### config.mk
export PLATFORM = sky130hd
export DESIGN_NAME = hyperbus_read_packer_flat
export DESIGN_NICKNAME = d
export VERILOG_FILES = /design/src/rtl/hyperbus_read_packer_if.sv /design/src/rtl/hyperbus_read_packer.sv /design/src/flat_wrapper.sv
export SDC_FILE = /design/constraint.sdc
export NUM_CORES = 1
export LEC_CHECK = 0
export CAP_MARGIN = 20
export CORE_MARGIN = 4
export CORE_UTILIZATION = 55
export DETAILED_ROUTE_END_ITERATION = 12
export GPL_ROUTABILITY_DRIVEN = 0
export PLACE_DENSITY_LB_ADDON = 0.12
export SETUP_SLACK_MARGIN = 0.02
export SLEW_MARGIN = 30
export SYNTH_ARGS = -nofsm -noshare
export SYNTH_HDL_FRONTEND = slang
export SYNTH_SLANG_ARGS = --single-unit
### constraint.sdc
create_clock -name clk0 -period 6.4 [get_ports clk0]
set_input_delay 0.64 -clock clk0 [delete_from_list [all_inputs] [get_ports clk0]]
set_output_delay 0.64 -clock clk0 [all_outputs]
set_load 0.02 [all_outputs]
### src/rtl/hyperbus_read_packer_if.sv
// Read-packer bus bundle: CDC FIFO pop side (in_*) and packed beat side (valid/data/strb/last/ready).
// master = the packer itself, slave = the environment driving words and accepting beats.
interface hyperbus_read_packer_if #(
    parameter int unsigned IN_W  = 16,
    parameter int unsigned OUT_W = 32
) ();
    logic               in_valid_i;
    logic [IN_W-1:0]    in_data_i;
    logic               in_ready_o;
    logic               valid_o;
    logic [OUT_W-1:0]   data_o;
    logic [OUT_W/8-1:0] strb_o;
    logic               last_o;
    logic               ready_i;

    modport master (
        input  in_valid_i, in_data_i, ready_i,
        output in_ready_o, valid_o, data_o, strb_o, last_o
    );

    modport slave (
        output in_valid_i, in_data_i, ready_i,
        input  in_ready_o, valid_o, data_o, strb_o, last_o
    );
endinterface

### src/rtl/hyperbus_read_packer.sv
// Packs a burst of IN_W read words little-endian into OUT_W beats with strobes and last.
// Optional RWDS-stall watchdog enabled by defining HYPERBUS_READ_TIMEOUT_EN.
module hyperbus_read_packer #(
    parameter int unsigned IN_W      = 16,
    parameter int unsigned OUT_W     = 32,
    parameter int unsigned LEN_W     = 16,
    parameter int unsigned TIMEOUT_W = 8
) (
    input  logic                 clk0,
    input  logic                 rst_ni,
    input  logic                 start_i,
    input  logic [LEN_W-1:0]     len_i,
    input  logic [TIMEOUT_W-1:0] timeout_cfg_i,
    hyperbus_read_packer_if.master bus,
    output logic                 busy_o,
    output logic                 drop_o,
    output logic                 timeout_o
);
    localparam int unsigned RATIO   = OUT_W / IN_W;
    localparam int unsigned STRB_W  = OUT_W / 8;
    localparam int unsigned WSTRB_W = IN_W / 8;
    localparam int unsigned SLOT_W  = (RATIO > 1) ? $clog2(RATIO) : 1;

    typedef enum logic {IDLE, COLLECT} state_e;

    state_e             state_q, state_d;
    logic [LEN_W-1:0]   remaining_q, remaining_d;
    logic [SLOT_W-1:0]  slot_q, slot_d;
    logic [OUT_W-1:0]   acc_q, acc_d;
    logic [STRB_W-1:0]  acc_strb_q, acc_strb_d;
    logic [OUT_W-1:0]   data_q, data_d;
    logic [STRB_W-1:0]  strb_q, strb_d;
    logic               valid_q, valid_d;
    logic               last_q, last_d;
    logic               drop_q, drop_d;

    logic               in_ready;
    logic               accept;
    logic               out_stall;
    logic               exiting;
    logic [OUT_W-1:0]   acc_w;
    logic [STRB_W-1:0]  acc_strb_w;

`ifdef HYPERBUS_READ_TIMEOUT_EN
    logic [TIMEOUT_W-1:0] wdog_q, wdog_d;
    logic                 timeout_q, timeout_d;
`else
    logic                 unused_timeout_cfg;
    assign unused_timeout_cfg = ^timeout_cfg_i;
`endif

    // Accumulator with the incoming word merged into the current slot.
    always_comb begin
        acc_w      = acc_q;
        acc_strb_w = acc_strb_q;
        for (int unsigned k = 0; k < RATIO; k++) begin
            if (slot_q == SLOT_W'(k)) begin
                acc_w[k*IN_W +: IN_W]            = bus.in_data_i;
                acc_strb_w[k*WSTRB_W +: WSTRB_W] = '1;
            end
        end
    end

    always_comb begin
        out_stall = valid_q && !bus.ready_i;
        exiting   = valid_q && last_q;
        if (state_q == IDLE) begin
            in_ready = 1'b1;
        end else begin
            // Closing the pop during the final beat keeps a timed-out burst from eating the next burst's words.
            in_ready = !out_stall && !exiting && (remaining_q != '0);
        end
        accept = bus.in_valid_i && in_ready;

        state_d     = state_q;
        remaining_d = remaining_q;
        slot_d      = slot_q;
        acc_d       = acc_q;
        acc_strb_d  = acc_strb_q;
        data_d      = data_q;
        strb_d      = strb_q;
        last_d      = last_q;
        valid_d     = out_stall;
        drop_d      = 1'b0;
`ifdef HYPERBUS_READ_TIMEOUT_EN
        wdog_d      = wdog_q;
        timeout_d   = 1'b0;
`endif

        case (state_q)
            IDLE: begin
                drop_d = accept;
`ifdef HYPERBUS_READ_TIMEOUT_EN
                wdog_d = '0;
`endif
                if (start_i && (len_i != '0) && !valid_q) begin
                    state_d     = COLLECT;
                    remaining_d = len_i;
                    slot_d      = '0;
                    acc_d       = '0;
                    acc_strb_d  = '0;
                end
            end
            COLLECT: begin
                if (exiting) begin
                    state_d = IDLE;
                end
                if (accept) begin
                    remaining_d = remaining_q - LEN_W'(1);
                    if ((slot_q == SLOT_W'(RATIO - 1)) || (remaining_q == LEN_W'(1))) begin
                        valid_d    = 1'b1;
                        data_d     = acc_w;
                        strb_d     = acc_strb_w;
                        last_d     = (remaining_q == LEN_W'(1));
                        acc_d      = '0;
                        acc_strb_d = '0;
                        slot_d     = '0;
                    end else begin
                        acc_d      = acc_w;
                        acc_strb_d = acc_strb_w;
                        slot_d     = slot_q + SLOT_W'(1);
                    end
                end
`ifdef HYPERBUS_READ_TIMEOUT_EN
                if (accept) begin
                    wdog_d = '0;
                end else if (!out_stall && !exiting && (timeout_cfg_i != '0)) begin
                    if ((wdog_q + TIMEOUT_W'(1)) == timeout_cfg_i) begin
                        valid_d    = 1'b1;
                        data_d     = acc_q;
                        strb_d     = acc_strb_q;
                        last_d     = 1'b1;
                        timeout_d  = 1'b1;
                        acc_d      = '0;
                        acc_strb_d = '0;
                        slot_d     = '0;
                        wdog_d     = '0;
                    end else begin
                        wdog_d = wdog_q + TIMEOUT_W'(1);
                    end
                end
`endif
            end
            default: state_d = IDLE;
        endcase
    end

    always_ff @(posedge clk0 or negedge rst_ni) begin
        if (!rst_ni) begin
            state_q     <= IDLE;
            remaining_q <= '0;
            slot_q      <= '0;
            acc_q       <= '0;
            acc_strb_q  <= '0;
            data_q      <= '0;
            strb_q      <= '0;
            valid_q     <= 1'b0;
            last_q      <= 1'b0;
            drop_q      <= 1'b0;
`ifdef HYPERBUS_READ_TIMEOUT_EN
            wdog_q      <= '0;
            timeout_q   <= 1'b0;
`endif
        end else begin
            state_q     <= state_d;
            remaining_q <= remaining_d;
            slot_q      <= slot_d;
            acc_q       <= acc_d;
            acc_strb_q  <= acc_strb_d;
            data_q      <= data_d;
            strb_q      <= strb_d;
            valid_q     <= valid_d;
            last_q      <= last_d;
            drop_q      <= drop_d;
`ifdef HYPERBUS_READ_TIMEOUT_EN
            wdog_q      <= wdog_d;
            timeout_q   <= timeout_d;
`endif
        end
    end

    assign bus.in_ready_o = in_ready;
    assign bus.valid_o    = valid_q;
    assign bus.data_o     = data_q;
    assign bus.strb_o     = strb_q;
    assign bus.last_o     = last_q;
    assign busy_o         = (state_q != IDLE);
    assign drop_o         = drop_q;
`ifdef HYPERBUS_READ_TIMEOUT_EN
    assign timeout_o      = timeout_q;
`else
    assign timeout_o      = 1'b0;
`endif
endmodule
### src/flat_wrapper.sv
// flat-port wrapper written by rule: the top's interface ports become plain ports
module hyperbus_read_packer_flat 
#(
    parameter int unsigned IN_W      = 16,
    parameter int unsigned OUT_W     = 32,
    parameter int unsigned LEN_W     = 16,
    parameter int unsigned TIMEOUT_W = 8
)
  (clk0, rst_ni, start_i, len_i, timeout_cfg_i, busy_o, drop_o, timeout_o, bus_in_valid_i, bus_in_data_i, bus_ready_i, bus_in_ready_o, bus_valid_o, bus_data_o, bus_strb_o, bus_last_o);
  hyperbus_read_packer_if #(.IN_W(IN_W), .OUT_W(OUT_W)) bus_i ();
  input  logic clk0;
  input  logic rst_ni;
  input  logic start_i;
  input  logic [LEN_W-1:0] len_i;
  input  logic [TIMEOUT_W-1:0] timeout_cfg_i;
  output logic busy_o;
  output logic drop_o;
  output logic timeout_o;
  input wire logic [$bits(bus_i.in_valid_i)-1:0] bus_in_valid_i;
  input wire logic [$bits(bus_i.in_data_i)-1:0] bus_in_data_i;
  input wire logic [$bits(bus_i.ready_i)-1:0] bus_ready_i;
  output wire logic [$bits(bus_i.in_ready_o)-1:0] bus_in_ready_o;
  output wire logic [$bits(bus_i.valid_o)-1:0] bus_valid_o;
  output wire logic [$bits(bus_i.data_o)-1:0] bus_data_o;
  output wire logic [$bits(bus_i.strb_o)-1:0] bus_strb_o;
  output wire logic [$bits(bus_i.last_o)-1:0] bus_last_o;
  assign bus_i.in_valid_i = bus_in_valid_i;
  assign bus_i.in_data_i = bus_in_data_i;
  assign bus_i.ready_i = bus_ready_i;
  assign bus_in_ready_o = bus_i.in_ready_o;
  assign bus_valid_o = bus_i.valid_o;
  assign bus_data_o = bus_i.data_o;
  assign bus_strb_o = bus_i.strb_o;
  assign bus_last_o = bus_i.last_o;
  hyperbus_read_packer #(.IN_W(IN_W), .OUT_W(OUT_W), .LEN_W(LEN_W), .TIMEOUT_W(TIMEOUT_W)) u_core (.clk0(clk0), .rst_ni(rst_ni), .start_i(start_i), .len_i(len_i), .timeout_cfg_i(timeout_cfg_i), .bus(bus_i), .busy_o(busy_o), .drop_o(drop_o), .timeout_o(timeout_o));
endmodule
==> results of run 1 <==
[registers in the layout, indices dropped and copies added, names as in the netlist]
register	count
u_core.acc_q	32
u_core.slot_q	1
u_core.remaining_q	16
u_core.bus.valid_o	1
u_core.drop_o	1
u_core.bus.strb_o	4
u_core.bus.last_o	1
u_core.bus.data_o	32
u_core.busy_o	1
u_core.acc_strb_q	4
[power by group through the flow]
stage	Clock (mW)	Combinational, mW	Sequential [mW]
floorplan	0	0.517	1.07
global placement	0	0.980	0.971
detailed placement	0	1.01	0.983
CTS	0.396	1.02	0.974
global route	0.425	1.10	1.01
finish	0.391	1.02	0.978
[final cells by class]
type | count | area (sq um)
flip-flops and latches | 93 | 2330
fillers | 586 | 2100
multi-input cells | 267 | 1700
repair buffers | 83 | 817
clock buffers | 10 | 128
well taps | 99 | 124
clock inverters | 6 | 61.3
inverters | 9 | 35.0
[routing by layer]
metal | global-route usage [%] | vias up | share of wire [%]
met1 | 35.0 | 1791 | 44
met3 | 7.42 | 11 | 7.2
met2 | 37.9 | 134 | 48
met4 | 7.93 | 0 | 1.3
met5 | 0 | - | 0
li1 | - | 1648 | -
[worst max-delay path, stage by stage, from the launching register on]
cell and delay, ns:
dfrtp_1 0.43, inv_1 0.11, ha_1 0.20, or3b_2 0.54, nor4_2 0.65, o21ai_0 0.22, clkdlybuf4s50_1 0.59
[worst max path at each step]
stage	from	to	slack [ns]	depth (start not counted)
after global routing	u_core.remaining_q[0]	bus_in_ready_o	2.52	6
after floorplan	u_core.remaining_q[0]	bus_in_ready_o	3.78	6
after CTS	u_core.remaining_q[0]	bus_in_ready_o	2.66	6
final	u_core.remaining_q[0]	bus_in_ready_o	2.67	6
after detailed placement	u_core.remaining_q[0]	bus_in_ready_o	3.08	6
after global placement	u_core.remaining_q[7]	u_core.bus.data_o[16]	3.16	5
[cells in the final DEF (no fill, tap or decap), types with 3 or more instances in the layout]
master	instances
a21o_1	4
a21oi_1	49
a22o_1	21
buf_4	6
clkbuf_8	9
clkdlybuf4s50_1	76
clkinv_2	4
dfrtp_1	93
inv_1	8
nand2_1	18
nand3_1	3
nor2_1	14
nor2b_1	20
nor3_1	3
nor4_1	7
o21ai_0	16
o22a_1	3
o22ai_1	69
o2bb2ai_1	4
or4_1	4
[through the flow]
step                area (sq um)  hold WS (ns)  total power, mW  cells  setup slack (ns)
floorplan                   4170         0.344             1.59    399              3.78
global placement            4990         0.464             1.95    551              3.16
detailed placement          4990         0.473             1.99    551              3.08
CTS                         5180         0.134             2.39    567              2.66
global route                5190         0.119             2.54    567              2.52
finish                      5190         0.127             2.38    567              2.67
[kinds of logic (layout without fill, tap and decap cells)]
| family | Yosys count | count (layout) |
|---|---|---|
| flops | 93 | 93 |
| mux | 1 | 1 |
| other cells | 1 | 1 |
| buf+inv | 39 | 108 |
| compound gates | 178 | 178 |
| simple gates | 85 | 85 |
| fa+ha+maj | 2 | 2 |
==> results.txt, run 1 <==
Sw frac: 39.4%
Final hold viol count: 0
DR vias: 3584
Power Dens Cells: 459 nW/um^2
Async SR Flop Fraction: 100%
Cts bufs inserted: 9
Clock tree buffer depth: 2
Sequential share of power: 41.0%
CTS tree: yes
Area growth, synth to finish: 24.5%
Layout cells sized above 1: 7.26%
WP data required: 5.76 ns
Crit start category: flip-flop
Synth Warn #: 0
Core Util, Final: 71.2%
Internal power: 1.44 mW
Number of placement rows: 31
DRC Markers: 0
Clk_skew: 0.0101 ns
Maxcap violations: 0
Gate Count Post-Synth: 399
Leakage Power: 2.21 nW
Logic pwr share: 42.6%
Hold Buf Count CTS: 0
Clock power frac: 16.4%
Ys flop type: dfrtp_1
Worst R2R End: u_core.bus.data_o[27]
Worst-Margin Slew: 0.899 ns
Initial antenna violation count: 0
# IOs: 87
First-pass GRT wire length: 17600 um
Grt ovf: 0
Die Wd: 95.1 um
Avg Inst Size Synth: 10.5 sq um
Worst Setup End Kind: output pin
Mapped Area: 4170 sq um
Worst EP arrival: 3.09 ns
Vias in the first global route: 3505
Max-Slew Margin vs Limit: 39.9%
Combinational family with the most area after synthesis: compound AO/OA/AOI/OAI gates
Post-synth cell types: 44
Cell taking the most area after synthesis: dfrtp_1
CTS Sinks: 93
Sw Pwr: 0.940 mW
Setup TNS: 0 ns
Most common library cells after synthesis: 93 x dfrtp_1, 69 x o22ai_1, 49 x a21oi_1
Mapped Nets: 446
RSZ-0062 raised after global routing: false
Die ar.: 9040 sq um
Synth Area in Compound Gates: 27.5%
CP Class: reg2out
Final setup vio count: 0
Die H: 95.1 um
Area contributors post-synth: dfrtp_1 56%, o22ai_1 10%, a21oi_1 5.9%
Vias per std cell: 6.32
DRT iter0 DRCs: 233
Max Slew Vio Count: 0
R2r setup slk: 3.05 ns
Area share of the largest cell type after synthesis: 55.8%
Sequential area share after synthesis: 55.8%
Status: finished, final reports clean
FF-to-FF Start: u_core.remaining_q[7]
Avg WL per Cell: 19.0 um
H-tree Lvls: 3
Post-CTS setup repair buffer count: 0
DRT Pass-1 Iters: 5
Reg2reg path depth: 5
Largest net degree at the start of global routing: 76
Worst-path clk slew: 0.09 ns
Final wirelength: 10800 um
Max VDD drop: 0.241 mV
Count leader, synth: dfrtp_1
Synth Area in Adders: 0.600%
CORE AREA: 7290 sq um
Synth Area in XOR/XNOR: 0%
Post-CTS Resized: 0
Diode count: 0
Worst-Skew Late Latency: 0.37 ns
Root Driver: clkbuf_8
Period utilisation layout: 58.4%
Global Route Usage Sum: 25.1%
HPWL after DPL: 6870 um
Initial Utilization: 57.2%
Number of synthesized flops with an enable pin: 0
Mux cell area share after synthesis: 0.240%
Synth Register Bits: 93
Simple-Gate Fraction of Synth Area: 11.9%
Antenna Nets Post-Route: 0
Port bufs: 77
Fmax: 268 MHz
Layout Nets: 510
Tmin final: 3.73 ns
Worst Path Max Fanout: 5
Hold/Removal Path Class: in2async
Power figures use the tool's default switching activity.
==> run 2: changes to the inputs <==
- CORE_UTILIZATION: 55 -> 46
- clock period: 6.4 -> 3.1 ns (I/O delays scaled with it)
==> results.txt, run 2 (synthesis gave the netlist of run 1 again) <==
Worst-path clk slew: 0.10 ns
Period utilisation layout: 95.2%
Max VDD drop: 0.517 mV
Vias per std cell: 6.19
Power Total: 4.99 mW
Cts bufs inserted: 9
Max-Slew Margin vs Limit: 45.8%
Crit start category: flip-flop
Status: finished, final reports clean
Root Driver: clkbuf_8
Die H: 103 um
Most common cell after layout, fill and taps aside: dfrtp_1
CORE AREA: 8760 sq um
Slowest CP cell: clkdlybuf4s50_1
Initial antenna violation count: 0
Global Route Usage Sum: 21.7%
Port bufs: 77
Final Non-Filler Cells: 583
Clk_skew: 0.0158 ns
Die ar.: 10700 sq um
Setup TNS: 0 ns
RSZ-0062 raised after global routing: false
Placed Cells: 567
Layout Nets: 517
CP Class: reg2out
Fmax: 339 MHz
Area growth, synth to finish: 27.3%
Maxcap violations: 0
H-tree Lvls: 3
Hold_ws: 0.0420 ns
Buf/Inv on CP: 2
Max Slew Vio Count: 0
Core Util, Final: 60.6%
Grt ovf: 0
CP Cell Sequence: inv_1 -> ha_1 -> or3b_2 -> nor4_4 -> o21ai_0 -> clkdlybuf4s50_1
Worst Path Max Fanout: 5
Leakage Power: 2.27 nW
Hold Buf Count CTS: 0
HPWL after DPL: 7070 um
FILL cells: 740
Vias in the first global route: 3549
DRC Markers: 0
Worst-Margin Slew: 0.813 ns
DRT iter0 DRCs: 212
DRT Pass-1 Iters: 5
Diode count: 0
Final hold viol count: 0
Worst path max stage delay: 0.56 ns
Layout cells sized above 1: 8.63%
Clock tree buffer depth: 2
Worst EP arrival: 2.64 ns
Most frequent cells in the layout: 93 x dfrtp_1, 76 x clkdlybuf4s50_1, 69 x o22ai_1
Crit-path leading delay family: simple AND/OR/NAND/NOR gates
Initial Utilization: 47.6%
# IOs: 87
Tmin final: 2.95 ns
CTS Sinks: 93
CTS tree: yes
Largest net degree at the start of global routing: 62
Final wirelength: 11100 um
Avg WL per Cell: 19.0 um
Antenna Nets Post-Route: 0
Final setup vio count: 0
DR vias: 3607
First-pass GRT wire length: 18200 um
WP data required: 2.79 ns
Hold/Removal Path Class: in2async
Worst-Skew Late Latency: 0.35 ns
Worst Setup End Kind: output pin
Number of placement rows: 34
Power Dens Cells: 940 nW/um^2
Die Wd: 103 um
## run 2: area by class of cell
type                    instances  area (sq um)  share of cell area (%)
clock inverters                 4          56.3                    1.06
clock buffers                  12           155                    2.92
flip-flops and latches         93          2330                    43.8
multi-input cells             267          1710                    32.2
well taps                     108           135                    2.54
inverters                       9          35.0                   0.660
repair buffers                 90           891                    16.8
## run 2: layer usage
metal	GRT usage (%)	share of wire [%]	wire (um)
met5	0	0	0
met4	6.18	0.70	78
met3	3.96	6.6	731
met2	33.6	48	5380
met1	31.6	44	4910
## run 2: power by group
part           switching [mW]  internal, mW
clock                   0.427         0.422
combinational            1.13         0.992
sequential              0.377          1.64
total                    1.93          3.06
## run 2: stage by stage
step                setup WS, ns  instance area, sq um
floorplan                  0.621                  4170
global placement           0.453                  5080
detailed placement         0.390                  5080
CTS                       0.0968                  5290
global route             0.00608                  5310
finish                     0.148                  5310
## run 2: path summary, 6_finish.rpt
path                       slack, ns  depth (start not counted)             startpoint                     to
setup / recovery                0.15                          6  u_core.remaining_q[0]         bus_in_ready_o
max in group asynchronous       2.37                          2                 rst_ni   u_core.bus.data_o[2]
hold / removal                  0.04                          1                 rst_ni  u_core.bus.data_o[25]
setup reg to reg                0.39                          8  u_core.remaining_q[0]   u_core.bus.data_o[3]
min in group clk0               0.48                          1   u_core.acc_strb_q[0]   u_core.acc_strb_q[0]
hold reg to reg                 0.48                          1   u_core.acc_strb_q[0]   u_core.acc_strb_q[0]
## run 2: timing repair
item | in CTS | in global routing
gates resized for setup | 0 | 1
buffers inserted | 0 | 0
endpoints found under the setup margin | 0 | 1
